<file path="config.mk">
export PLATFORM = sky130hd
export DESIGN_NAME = seg7_scan_driver
export DESIGN_NICKNAME = d
export VERILOG_FILES = /design/src/rtl/seg7_pkg.sv /design/src/rtl/seg7_hex_decode.sv /design/src/rtl/seg7_scan_driver.sv
export SDC_FILE = /design/constraint.sdc
export NUM_CORES = 1
export LEC_CHECK = 0
export CORE_UTILIZATION = 50
export CTS_CLUSTER_SIZE = 30
export DETAILED_ROUTE_END_ITERATION = 8
export GPL_ROUTABILITY_DRIVEN = 1
export MAX_ROUTING_LAYER = met4
export PLACE_DENSITY = 0.75
export SLEW_MARGIN = 0
export SYNTH_ARGS = -nofsm -noshare
export SYNTH_HDL_FRONTEND = slang
export SYNTH_HIERARCHICAL = 1
export SYNTH_SLANG_ARGS = --single-unit
</file>
<file path="constraint.sdc">
create_clock -name clk -period 2.7 [get_ports clk]
set_clock_uncertainty 0.15 [all_clocks]
set_input_delay 0.54 -clock clk [delete_from_list [all_inputs] [get_ports clk]]
set_output_delay 0.54 -clock clk [all_outputs]
set_load 0.02 [all_outputs]
</file>
<file path="src/rtl/seg7_pkg.sv">
// Shared types, constants and the hex-to-segment table for the 7-segment scan driver.
package seg7_pkg;

  // Segment vector ordered {g,f,e,d,c,b,a}, active-high form.
  typedef logic [6:0] seg_t;

  // Pattern used for a blanked digit (all segments dark, active-high form).
  localparam seg_t SEG_BLANK = 7'h00;

  // Active-high segment pattern for a hex nibble 0..F.
  function automatic seg_t hex_to_seg(input logic [3:0] nibble);
    seg_t pattern;
    case (nibble)
      4'h0: pattern = 7'h3F;
      4'h1: pattern = 7'h06;
      4'h2: pattern = 7'h5B;
      4'h3: pattern = 7'h4F;
      4'h4: pattern = 7'h66;
      4'h5: pattern = 7'h6D;
      4'h6: pattern = 7'h7D;
      4'h7: pattern = 7'h07;
      4'h8: pattern = 7'h7F;
      4'h9: pattern = 7'h6F;
      4'hA: pattern = 7'h77;
      4'hB: pattern = 7'h7C;
      4'hC: pattern = 7'h39;
      4'hD: pattern = 7'h5E;
      4'hE: pattern = 7'h79;
      4'hF: pattern = 7'h71;
      default: pattern = SEG_BLANK;
    endcase
    return pattern;
  endfunction

endpackage

</file>
<file path="src/rtl/seg7_hex_decode.sv">
// Combinational hex nibble to active-high 7-segment pattern.
module seg7_hex_decode
  import seg7_pkg::*;
(
  input  logic [3:0] nibble,
  output logic [6:0] seg
);

  // Table lookup lives in the package so the whole slice shares one encoding.
  always_comb begin
    seg = hex_to_seg(nibble);
  end

endmodule

</file>
<file path="src/rtl/seg7_scan_driver.sv">
// Time-multiplexed NUM_DIGITS 7-segment driver with a double-buffered frame.
// A loaded frame waits in the pending buffer and is promoted to the active
// buffer only when the digit index wraps, so a frame never mixes old and new data.
module seg7_scan_driver
  import seg7_pkg::*;
#(
  parameter int NUM_DIGITS   = 4,
  parameter int PRESCALE     = 1000,
  parameter int COMMON_ANODE = 0
) (
  input  logic                    clk,
  input  logic                    reset,
  input  logic                    enable,
  input  logic                    load,
  input  logic [4*NUM_DIGITS-1:0] digits_in,
  input  logic [NUM_DIGITS-1:0]   blank_in,
  output logic [6:0]              seg,
  output logic [NUM_DIGITS-1:0]   an,
  output logic                    update_pending,
  output logic                    frame_done
);

  localparam int PW = $clog2(PRESCALE);
  localparam int IW = $clog2(NUM_DIGITS);

  // XOR masks: zero for common cathode, all ones for common anode, so the
  // same mask is both the idle level and the polarity flip.
  localparam seg_t                  SEG_IDLE = (COMMON_ANODE != 0) ? seg_t'(7'h7F) : SEG_BLANK;
  localparam logic [NUM_DIGITS-1:0] AN_IDLE  = (COMMON_ANODE != 0) ? '1 : '0;

  logic [PW-1:0]           prescaler;
  logic [IW-1:0]           idx;
  logic [4*NUM_DIGITS-1:0] active_digits;
  logic [4*NUM_DIGITS-1:0] pending_digits;
  logic [NUM_DIGITS-1:0]   active_blank;
  logic [NUM_DIGITS-1:0]   pending_blank;

  logic                    slot_end;
  logic                    frame_wrap;
  logic [3:0]              cur_nibble;
  logic                    cur_blank;
  logic [NUM_DIGITS-1:0]   an_sel;
  seg_t                    dec_seg;

  assign slot_end   = enable && (prescaler == PW'(PRESCALE - 1));
  assign frame_wrap = slot_end && (idx == IW'(NUM_DIGITS - 1));

  // Select the active digit nibble, its blank flag and the one-hot select for idx.
  always_comb begin
    cur_nibble = 4'h0;
    cur_blank  = 1'b0;
    an_sel     = '0;
    for (int i = 0; i < NUM_DIGITS; i++) begin
      if (idx == IW'(i)) begin
        cur_nibble = active_digits[i*4 +: 4];
        cur_blank  = active_blank[i];
        an_sel[i]  = 1'b1;
      end
    end
  end

  seg7_hex_decode u_decode (
    .nibble (cur_nibble),
    .seg    (dec_seg)
  );

  // Prescaler and digit index advance only while enabled; frame_done marks the wrap.
  always_ff @(posedge clk or negedge reset) begin
    if (!reset) begin
      prescaler  <= '0;
      idx        <= '0;
      frame_done <= 1'b0;
    end else begin
      frame_done <= frame_wrap;
      if (enable) begin
        if (slot_end) begin
          prescaler <= '0;
          idx       <= frame_wrap ? '0 : idx + IW'(1);
        end else begin
          prescaler <= prescaler + PW'(1);
        end
      end
    end
  end

  // Pending capture on load, promotion to active at the wrap; a load on the
  // wrap cycle promotes the old pending data and keeps the new frame pending.
  always_ff @(posedge clk or negedge reset) begin
    if (!reset) begin
      active_digits  <= '0;
      pending_digits <= '0;
      active_blank   <= '1;
      pending_blank  <= '1;
      update_pending <= 1'b0;
    end else begin
      if (frame_wrap && update_pending) begin
        active_digits <= pending_digits;
        active_blank  <= pending_blank;
      end
      if (load) begin
        pending_digits <= digits_in;
        pending_blank  <= blank_in;
        update_pending <= 1'b1;
      end else if (frame_wrap) begin
        update_pending <= 1'b0;
      end
    end
  end

  // Registered segment and digit-select outputs, forced idle while scanning is disabled.
  always_ff @(posedge clk or negedge reset) begin
    if (!reset) begin
      seg <= SEG_IDLE;
      an  <= AN_IDLE;
    end else if (!enable) begin
      seg <= SEG_IDLE;
      an  <= AN_IDLE;
    end else begin
      seg <= (cur_blank ? SEG_BLANK : dec_seg) ^ SEG_IDLE;
      an  <= an_sel ^ AN_IDLE;
    end
  end

endmodule

</file>
==> summary.md <==
| Metric | Value |
|---|---|
| Detailed Routing Iterations Pass 1 | 4 |
| Syn_area_per_cell | 12.77 sq um |
| Ys async rst share | 100.0% |
| Worst-path fanout max | 8 |
| Die Span X | 80.94 microns |
| Total number of yosys warnings | 6 |
| Reg-to-Reg Start | idx[1] |
| Largest net degree at the start of global routing | 66 |
| Syn-to-layout area delta | 23.25% |
| DR iter-0 viols | 82 |
| Status | completed |
| Post-synth top area share | 45.78% |
| Dominant cell type by area after synthesis | dfrtp_1 |
| Starting Density | 52.31% |
| GR met1 Demand/Resource | 24.18% |
| F_max | 390.6 MHz |
| Share of cells above drive strength 1 | 31.88% |
| CTS Root Cell | clkbuf_8 |
| Worst-case hold slack | 0.04677 ns |
| Core Area | 5956 sq um |
| FP Rows | 28 |
| Setup Slack @ Placement | -0.002548 ns |
| Placed inst area | 3618 sq um |
| RD Place Congestion | 0.8392 |
| Final Hold Fails | 0 |
| CTS Buf Count | 9 |
| Vias per cell | 5.373 |
| Setup TNS | 0 ns |
| Post-layout util | 64.47% |
| Minimum clock period after layout | 2.560 ns |
| Clock Sinks | 65 |
| CP Capture Type | register |
| Port buffer count | 36 |
| First-pass GRT wire length | 9549 microns |
| Clock tree buffer depth | 2 |
| Inserted Diodes | 0 |
| Final net count | 329 |
| Die height | 80.94 microns |
| GR Layer Usage met3 | 6.742% |
| CP Cell Sequence | inv_1 > ha_2 > buf_4 > a221oi_2 > o31ai_2 > inv_2 > ha_1 > mux4_1 > nand3_1 > nor2_1 |
| WL final | 5445 microns |
| Worst-Margin Slew | 0.4524 ns |
| Max Cap Violations | 0 |
| Final WS setup | 0.1395 ns |
| Critical path startpoint | idx[1] |
| Vias in the first global route | 2,026 |
| CTS H-tree depth | 3 |
| RSZ-0062 raised after global routing | false |
| Largest cells by area after synthesis | dfrtp_1 46%, mux2_4 9.6%, mux2_2 9.0%, dfstp_2 6.7%, ha_1 4.8% |
| Period utilization | 94.83% |
| Via count | 2,004 |
| Tightest Hold Check Type | in2async |
| Io pins | 37 |
| Initial antenna violation count | 0 |
| Worst skew pair latency | 0.34 ns |
| Crit path max-delay cell type | mux4_1 |
| DRC | 0 |
| CP required | 2.79 ns |
| TritonCTS clock tree | done |
| CTS clock-pin slew for the worst setup and hold paths | 0.07 ns |
| Worst EP arrival | 2.65 ns |
| Post-synth net total | 280 |
| Gr busiest metal | met2 |
| Post-DP HPWL | 3801 microns |
| Overflow after GRT | 0 |
| Overall Global Routing Usage | 20.55% |
| Maximum vdd ir drop | 0.0004766 V |
| Distinct cells, synth | 46 |
| Sequential share of the synthesized area | 52.53% |
| Antenna viol nets, final | 0 |
| Critical path type | reg2reg |
| Slew headroom | 69.61% |
| Mapped cell area | 3115 sq um |
| Final number of setup-violating endpoints | 0 |
| Fin. max-slew vios | 0 |
| #FFs+latches synth | 65 |
| Post-CTS Hold Fix Bufs | 0 |
| Leakage | 0.001727 uW |
| Top FF cell, synth | dfrtp_1 |
| Post-synth EDFFs | 0 |
| Die area | 6550 sq um |
| Crit start category | register |
| GR Util met2 | 33.11% |
| Fin area | 3840 sq um |
| P per Cell Area | 537.3 nW/um^2 |
| Avg WL per Cell | 14.60 microns |
| Synth Instances | 244 |
| Critical Path Max Stage Delay | 0.49 ns |
==> registers in the layout, indices dropped and copies added (netlist names) <==
name,cells
prescaler,10
idx,2
frame_done,1
pending_blank,4
active_digits,16
an,4
active_blank,4
seg,7
update_pending,1
pending_digits,16
==> placed cells by master (no fill, tap or decap), types with 10 or more instances in the layout <==
cell type,instances
nand3_1,10
nor2_1,10
clkbuf_8,11
inv_1,11
mux2_4,20
nand2_1,12
buf_4,12
mux2_2,25
dfrtp_1,57
clkdlybuf4s50_1,35
==> logic make-up (layout without fill, tap and decap cells) <==
kind of cell	Yosys count	count (layout)	share of synthesized area, %
DFF	65	65	52.53
and+or+nand+nor	60	60	10.84
muxes	48	48	20.16
AOI/OAI and AO/OA	32	32	7.109
buffers and inverters	24	78	3.695
adders and majority gates	12	12	4.819
xor gates and xnor gates	3	3	0.8435
==> what timing repair did <==
action                                  4_1_cts  5_1_grt
buffers inserted                              0        0
gates resized for setup                       0       11
endpoints found under the setup margin        0        4
==> through the flow <==
| step | cells | power (uW) |
|---|---|---|
| floorplan | 244 | 1255 |
| global placement | 357 | 1348 |
| detailed placement | 357 | 1359 |
| CTS | 373 | 2092 |
| global route | 373 | 2166 |
| finish | 373 | 2063 |
==> metal layers <==
metal / vias to the layer above / part of all wire, %
met3: 11 / 4.6
met4: 0 / 1.4
li1: 970 / -
met5: - / 0
met1: 969 / 45
met2: 54 / 49
==> worst paths after layout <==
kind	slack, ns	depth (start not counted)	to
min in group clk	0.36	1	active_digits[9]
hold reg to reg	0.36	1	active_digits[9]
setup reg to reg	0.14	10	seg[3]
setup / recovery	0.14	10	seg[3]
max in group asynchronous	2.03	2	active_blank[0]
hold / removal	0.05	2	prescaler[5]
==> worst max-delay path: cells and delay by family, from the launching register on <==
family                   cells  cell delay [ns]
flip-flops                   1             0.41
multiplexers                 1             0.49
AND/OR/NAND/NOR              2             0.13
adder cells (fa/ha/maj)      2             0.53
AO/OA/AOI/OAI                2             0.38
buffers and inverters        3             0.36
==> Yosys cell counts (2+ instances only) <==
cell,n
nand3_1,10
nand3b_1,2
o31ai_1,3
buf_1,2
a31oi_1,2
or3_1,2
ha_1,12
mux2i_1,2
a21oi_1,8
nand4_1,3
nand2_1,12
mux2_4,20
xnor2_1,2
clkbuf_1,4
dfrtp_1,57
nor2_1,10
nor3_1,4
and2_1,4
o21ai_0,5
buf_2,2
inv_1,13
a221oi_1,4
mux2_2,25
dfstp_2,8
buf_6,3
nor2b_1,5
==> area by class of cell <==
| class | instances | area, sq um |
|---|---|---|
| timing repair buffer | 49 | 465.4 |
| fill | 502 | 2116 |
| multi-input combinational | 155 | 1421 |
| sequential | 65 | 1637 |
| clock inverter | 3 | 15.01 |
| tap | 75 | 93.84 |
| clock buffer | 13 | 158.9 |
| inverter | 13 | 48.80 |
==> report_power, final <==
group | switching [uW] | internal, uW | total, uW
Sequential | 70.9 | 1050 | 1120
Combinational | 90.7 | 125 | 216
Clock | 346 | 379 | 725
Total | 508 | 1560 | 2060
Note: power is estimated with default switching activity, not from simulation.
